## src/rtl/uart_rx.sv

```systemverilog
// 8-N-1 UART receiver. It oversamples the asynchronous rx pin with the system clock,
// presents each correctly framed byte with a one-cycle valid strobe, and flags a low stop bit.
module uart_rx #(
  parameter int CLKS_PER_BIT = 10417
) (
  input  logic       clk,
  input  logic       rst_n,
  input  logic       rx,
  output logic [7:0] data_out,
  output logic       data_valid,
  output logic       frame_err,
  output logic       busy
);

  localparam int CNT_W = (CLKS_PER_BIT > 1) ? $clog2(CLKS_PER_BIT) : 1;
  localparam logic [CNT_W-1:0] HALF_M1 = CNT_W'(CLKS_PER_BIT / 2 - 1);
  localparam logic [CNT_W-1:0] FULL_M1 = CNT_W'(CLKS_PER_BIT - 1);

  typedef enum logic [2:0] {
    ST_IDLE,
    ST_START,
    ST_DATA,
    ST_STOP,
    ST_BREAK
  } state_e;

  state_e           state_q, state_d;
  logic             rx_meta_q, rx_s_q;
  logic [CNT_W-1:0] cnt_q, cnt_d;
  logic [2:0]       idx_q, idx_d;
  logic [7:0]       shift_q, shift_d;
  logic [7:0]       data_q, data_d;
  logic             valid_q, valid_d;
  logic             ferr_q, ferr_d;
  logic             busy_q, busy_d;
  logic             sample_tick;

  // The start bit is sampled at its centre; data and stop bits one full period later each.
  always_comb begin
    sample_tick = 1'b0;
    unique case (state_q)
      ST_START:         sample_tick = (cnt_q == HALF_M1);
      ST_DATA, ST_STOP: sample_tick = (cnt_q == FULL_M1);
      default:          sample_tick = 1'b0;
    endcase
  end

  // NOTE: every signal assigned in an always_comb gets a default first, otherwise a latch is inferred.
  always_comb begin
    state_d = state_q;
    unique case (state_q)
      ST_IDLE:  if (!rx_s_q) state_d = ST_START;
      ST_START: if (sample_tick) state_d = rx_s_q ? ST_IDLE : ST_DATA;
      ST_DATA:  if (sample_tick && (idx_q == 3'd7)) state_d = ST_STOP;
      ST_STOP:  if (sample_tick) state_d = rx_s_q ? ST_IDLE : ST_BREAK;
      ST_BREAK: if (rx_s_q) state_d = ST_IDLE;
      default:  state_d = ST_IDLE;
    endcase
  end

  always_comb begin
    cnt_d   = cnt_q + 1'b1;
    idx_d   = idx_q;
    shift_d = shift_q;
    data_d  = data_q;
    valid_d = 1'b0;
    ferr_d  = 1'b0;
    busy_d  = (state_d != ST_IDLE);

    // The bit timer restarts on every state change and at each sample point.
    if ((state_d != state_q) || sample_tick ||
        (state_q == ST_IDLE) || (state_q == ST_BREAK)) begin
      cnt_d = '0;
    end

    unique case (state_q)
      ST_IDLE: idx_d = 3'd0;
      ST_DATA: begin
        if (sample_tick) begin
          shift_d[idx_q] = rx_s_q;
          idx_d          = idx_q + 3'd1;
        end
      end
      ST_STOP: begin
        if (sample_tick) begin
          if (rx_s_q) begin
            data_d  = shift_q;
            valid_d = 1'b1;
          end else begin
            ferr_d = 1'b1;
          end
        end
      end
      default: ;
    endcase
  end

  // NOTE: the synchronizer resets to the idle level (1) so leaving reset never looks like a start bit.
  always_ff @(posedge clk) begin
    if (!rst_n) begin
      rx_meta_q <= 1'b1;
      rx_s_q    <= 1'b1;
      state_q   <= ST_IDLE;
      cnt_q     <= '0;
      idx_q     <= 3'd0;
      shift_q   <= 8'h00;
      data_q    <= 8'h00;
      valid_q   <= 1'b0;
      ferr_q    <= 1'b0;
      busy_q    <= 1'b0;
    end else begin
      // NOTE: sequential state uses non-blocking assignments so every flop samples pre-edge values.
      rx_meta_q <= rx;
      rx_s_q    <= rx_meta_q;
      state_q   <= state_d;
      cnt_q     <= cnt_d;
      idx_q     <= idx_d;
      shift_q   <= shift_d;
      data_q    <= data_d;
      valid_q   <= valid_d;
      ferr_q    <= ferr_d;
      busy_q    <= busy_d;
    end
  end

  assign data_out   = data_q;
  assign data_valid = valid_q;
  assign frame_err  = ferr_q;
  assign busy       = busy_q;

endmodule
```

## config.mk

```make
export PLATFORM = sky130hd
export DESIGN_NAME = uart_rx
export DESIGN_NICKNAME = d
export VERILOG_FILES = /design/src/rtl/uart_rx.sv
export SDC_FILE = /design/constraint.sdc
export NUM_CORES = 1
export LEC_CHECK = 0
export BUFFER_PORTS_ARGS = -buffer_cell sky130_fd_sc_hd__buf_2
export CAP_MARGIN = 25
export CORE_MARGIN = 2
export CORE_UTILIZATION = 45
export DETAILED_ROUTE_END_ITERATION = 8
export MAX_ROUTING_LAYER = met4
export PLACE_DENSITY_LB_ADDON = 0.08
export SLEW_MARGIN = 20
export SYNTH_ARGS = -nofsm -noshare
export SYNTH_HDL_FRONTEND = slang
export SYNTH_SLANG_ARGS = --single-unit
```

## constraint.sdc

```tcl
create_clock -name clk -period 2.5 [get_ports clk]
set_clock_uncertainty 0.05 [all_clocks]
set_input_delay 0.125 -clock clk [delete_from_list [all_inputs] [get_ports clk]]
set_output_delay 0.125 -clock clk [all_outputs]
set_load 0.01 [all_outputs]
```

==> flow_metrics.env <==
export IMPL_synth_edff_count=0
export IMPL_critPathRequiredTime_ns=2.67
export IMPL_synth_area_um2=1837
export IMPL_cp_max_fo=10
export IMPL_relSlewSlack_pct=65.18
export IMPL_detail_route_antenna_nets=0
export IMPL_vias=1385
export IMPL_end_kind="flip-flop"
export IMPL_syn_inst=198
export IMPL_synth_seq_cells=41
export IMPL_ys_warnings_count=0
export IMPL_cts_tree="done"
export IMPL_maxCapViolations=0
export IMPL_syn_nets=204
export IMPL_crit_buf_inv=0
export IMPL_min_to="rx_s_q"
export IMPL_min_path_cells=2
export IMPL_period_share_pct=89.59
export IMPL_fmax_ghz=0.4465
export IMPL_final_nets=217
export IMPL_cts_buffer_depth=2
export IMPL_die_y_um=67.89
export IMPL_critPathMaxStageDelay_ns=0.57
export IMPL_worst_pin_slew_ns=0.5151
export IMPL_drive_gt1_share_pct=14.15
export IMPL_final_cells=262
export IMPL_wl_per_cell_um=13.55
export IMPL_grt_antenna_before_repair=0
export IMPL_reg2reg_setup_slack_ns=0.26
export IMPL_cts_inserted_buffers=5
export IMPL_pre_cts_slack_ns=0.1207
export IMPL_crit_path_top_delay_cell="or4b_4"
export IMPL_rr_worst_depth=5
export IMPL_grt_pass1_vias=1270
export IMPL_n_fill_cell=380
export IMPL_grt_use_total_pct=18.10
export IMPL_place_congestion=0.7127
export IMPL_portBuffers=13
export IMPL_power_total_w=0.001238
export IMPL_die_area_um2=4609
export IMPL_postRouteWirelength_mm=3.551
export IMPL_synthArstFlopShare_pct=0
export IMPL_r2r_end="shift_q[1]"
export IMPL_slew_viol_final=0
export IMPL_utilization_pct=52.33
export IMPL_grt_max_degree=27
export IMPL_n_antenna_cell=0
export IMPL_start_util_pct=46.25
export IMPL_cellLeakagePower_nw=0.8069
export IMPL_rows=23
export IMPL_die_width_um=67.89
export IMPL_drt_iter0_drc=62
export IMPL_yosysUniqueCellTypes=41
export IMPL_grt_first_pass_wirelength_mm=5.996
export IMPL_rr_startpoint="cnt_q[3]"
export IMPL_rsz0062_at_grt="no"
export IMPL_grt_overflow_total=0
export IMPL_tns_ns=0
export IMPL_worstPathCellList="or4b_4 > a221oi_4 > nand4_2 > nor4b_1 > mux2i_1"
export IMPL_worstSkewPairLatency_ns=0.29
export IMPL_layout_common_cells="dfxtp_1, nand2_1, nor2_1"
export IMPL_status="complete, no violations"
export IMPL_layout_commonest_cell="dfxtp_1"
export IMPL_setup_ws_ns=0.2602
export IMPL_postCtsSetupBuffers=0
export IMPL_worstHoldStart="rst_n"
export IMPL_power_density_nw_per_um2=595.6
export IMPL_hold_class="input pin to flip-flop"
export IMPL_coreArea_um2=3971
export IMPL_cp_arrival_ns=2.41
export IMPL_finalHoldViolations=0
export IMPL_area_growth_pct=13.15
export IMPL_crit_family="simple AND/OR/NAND/NOR gates"
export IMPL_clock_sinks=41
export IMPL_htreeDepth=2
export IMPL_dp_cells=253
export IMPL_drt_vias_per_instance=5.286
export IMPL_synth_main_ff_cell="dfxtp_1"
export IMPL_ys_seq_area_share_pct=44.69
export IMPL_place_hpwl_mm=2.514
export IMPL_startpoint="cnt_q[3]"
export IMPL_period_minus_slack_ns=2.240
export IMPL_first_pass_iters=4
export IMPL_vdd_ir_drop_max_uv=304.0
export IMPL_critical_path_class="flip-flop to flip-flop"
export IMPL_io_pins=14
export IMPL_cts_root_buf="clkbuf_8"
export IMPL_critPathLaunchType="flip-flop"
export IMPL_finalSetupViolCount=0
export IMPL_clk_pin_slew_ns=0.08
export IMPL_avgSynthCellArea_um2=9.277
export IMPL_drcViolationCount=0
==> cells by family after synthesis <==
| family | Yosys count | share of synthesized area, % |
|---|---|---|
| xor gates and xnor gates | 12 | 5.722 |
| muxes | 16 | 8.719 |
| adders and majority gates | 3 | 2.044 |
| AOI/OAI and AO/OA | 16 | 7.630 |
| buffers and inverters | 16 | 3.405 |
| DFF | 41 | 44.69 |
| and+or+nand+nor | 94 | 27.79 |
==> power breakdown <==
part            total, W  switching (W)  internal (W)
clock network   0.000552       0.000228      0.000325
logic          0.0000255      0.0000168    0.00000865
registers       0.000660     0.00000402      0.000656
total            0.00124       0.000248      0.000989
==> cell usage after synthesis, types with 4 or more instances <==
library cell,count,area (um2)
nor4b_1,4,35.03
mux2i_1,16,160.2
nand3_1,8,40.04
nor2_1,23,86.33
xnor2_1,7,61.31
nand4_1,5,31.28
clkbuf_1,8,30.03
xor2_1,5,43.79
inv_1,5,18.77
nand2_1,26,97.59
dfxtp_1,41,820.8
nand2b_1,4,25.02
==> per-layer routing <==
metal / part of all wire [%] / global-route usage [%] / vias to the layer above
li1: - / - / 718
met1: 52 / 25.18 / 639
met2: 44 / 25.00 / 22
met3: 3.3 / 4.934 / 6
met5: 0 / - / -
met4: 1.4 / 6.750 / 0
==> stage by stage <==
stage          cell area [um2]  hold slack (ns)
6_report                  2078           0.1859
5_1_grt                   2078           0.2045
4_1_cts                   2073           0.1745
3_5_place_dp              1943           0.2724
3_3_place_gp              1943           0.2538
2_1_floorplan             1837           0.1765
==> worst max path at each step <==
stage,endpoint,slack (ns),cells past startpoint
after detailed placement,data_out[6],0.12,5
final,shift_q[1],0.26,5
after global routing,shift_q[1],0.08,5
after global placement,data_out[7],0.19,5
after floorplan,data_out[0],0.37,6
after CTS,data_out[2],0.11,5
==> layout make-up <==
type,count,area (um2),area share [%]
multi-input combinational,141,958.4,46.12
tap,50,62.56,3.010
sequential,41,820.8,39.49
clock buffer,6,82.58,3.974
timing repair buffer,17,97.59,4.696
clock inverter,2,37.54,1.806
inverter,5,18.77,0.9031
==> sequential cells by signal, summed over array words and instances, names as in the netlist <==
| signal | count |
|---|---|
| rx_meta_q | 1 |
| busy | 1 |
| cnt_q | 14 |
| idx_q | 3 |
| frame_err | 1 |
| shift_q | 8 |
| data_valid | 1 |
| data_out | 8 |
| rx_s_q | 1 |
| state_q | 3 |
==> timing repair <==
action                                  CTS  global route
resized for setup                         0             1
endpoints found under the setup margin    0             6
hold buffers                              1             0
endpoints found under the hold margin     1             0
(Power assumes the default switching activity.)
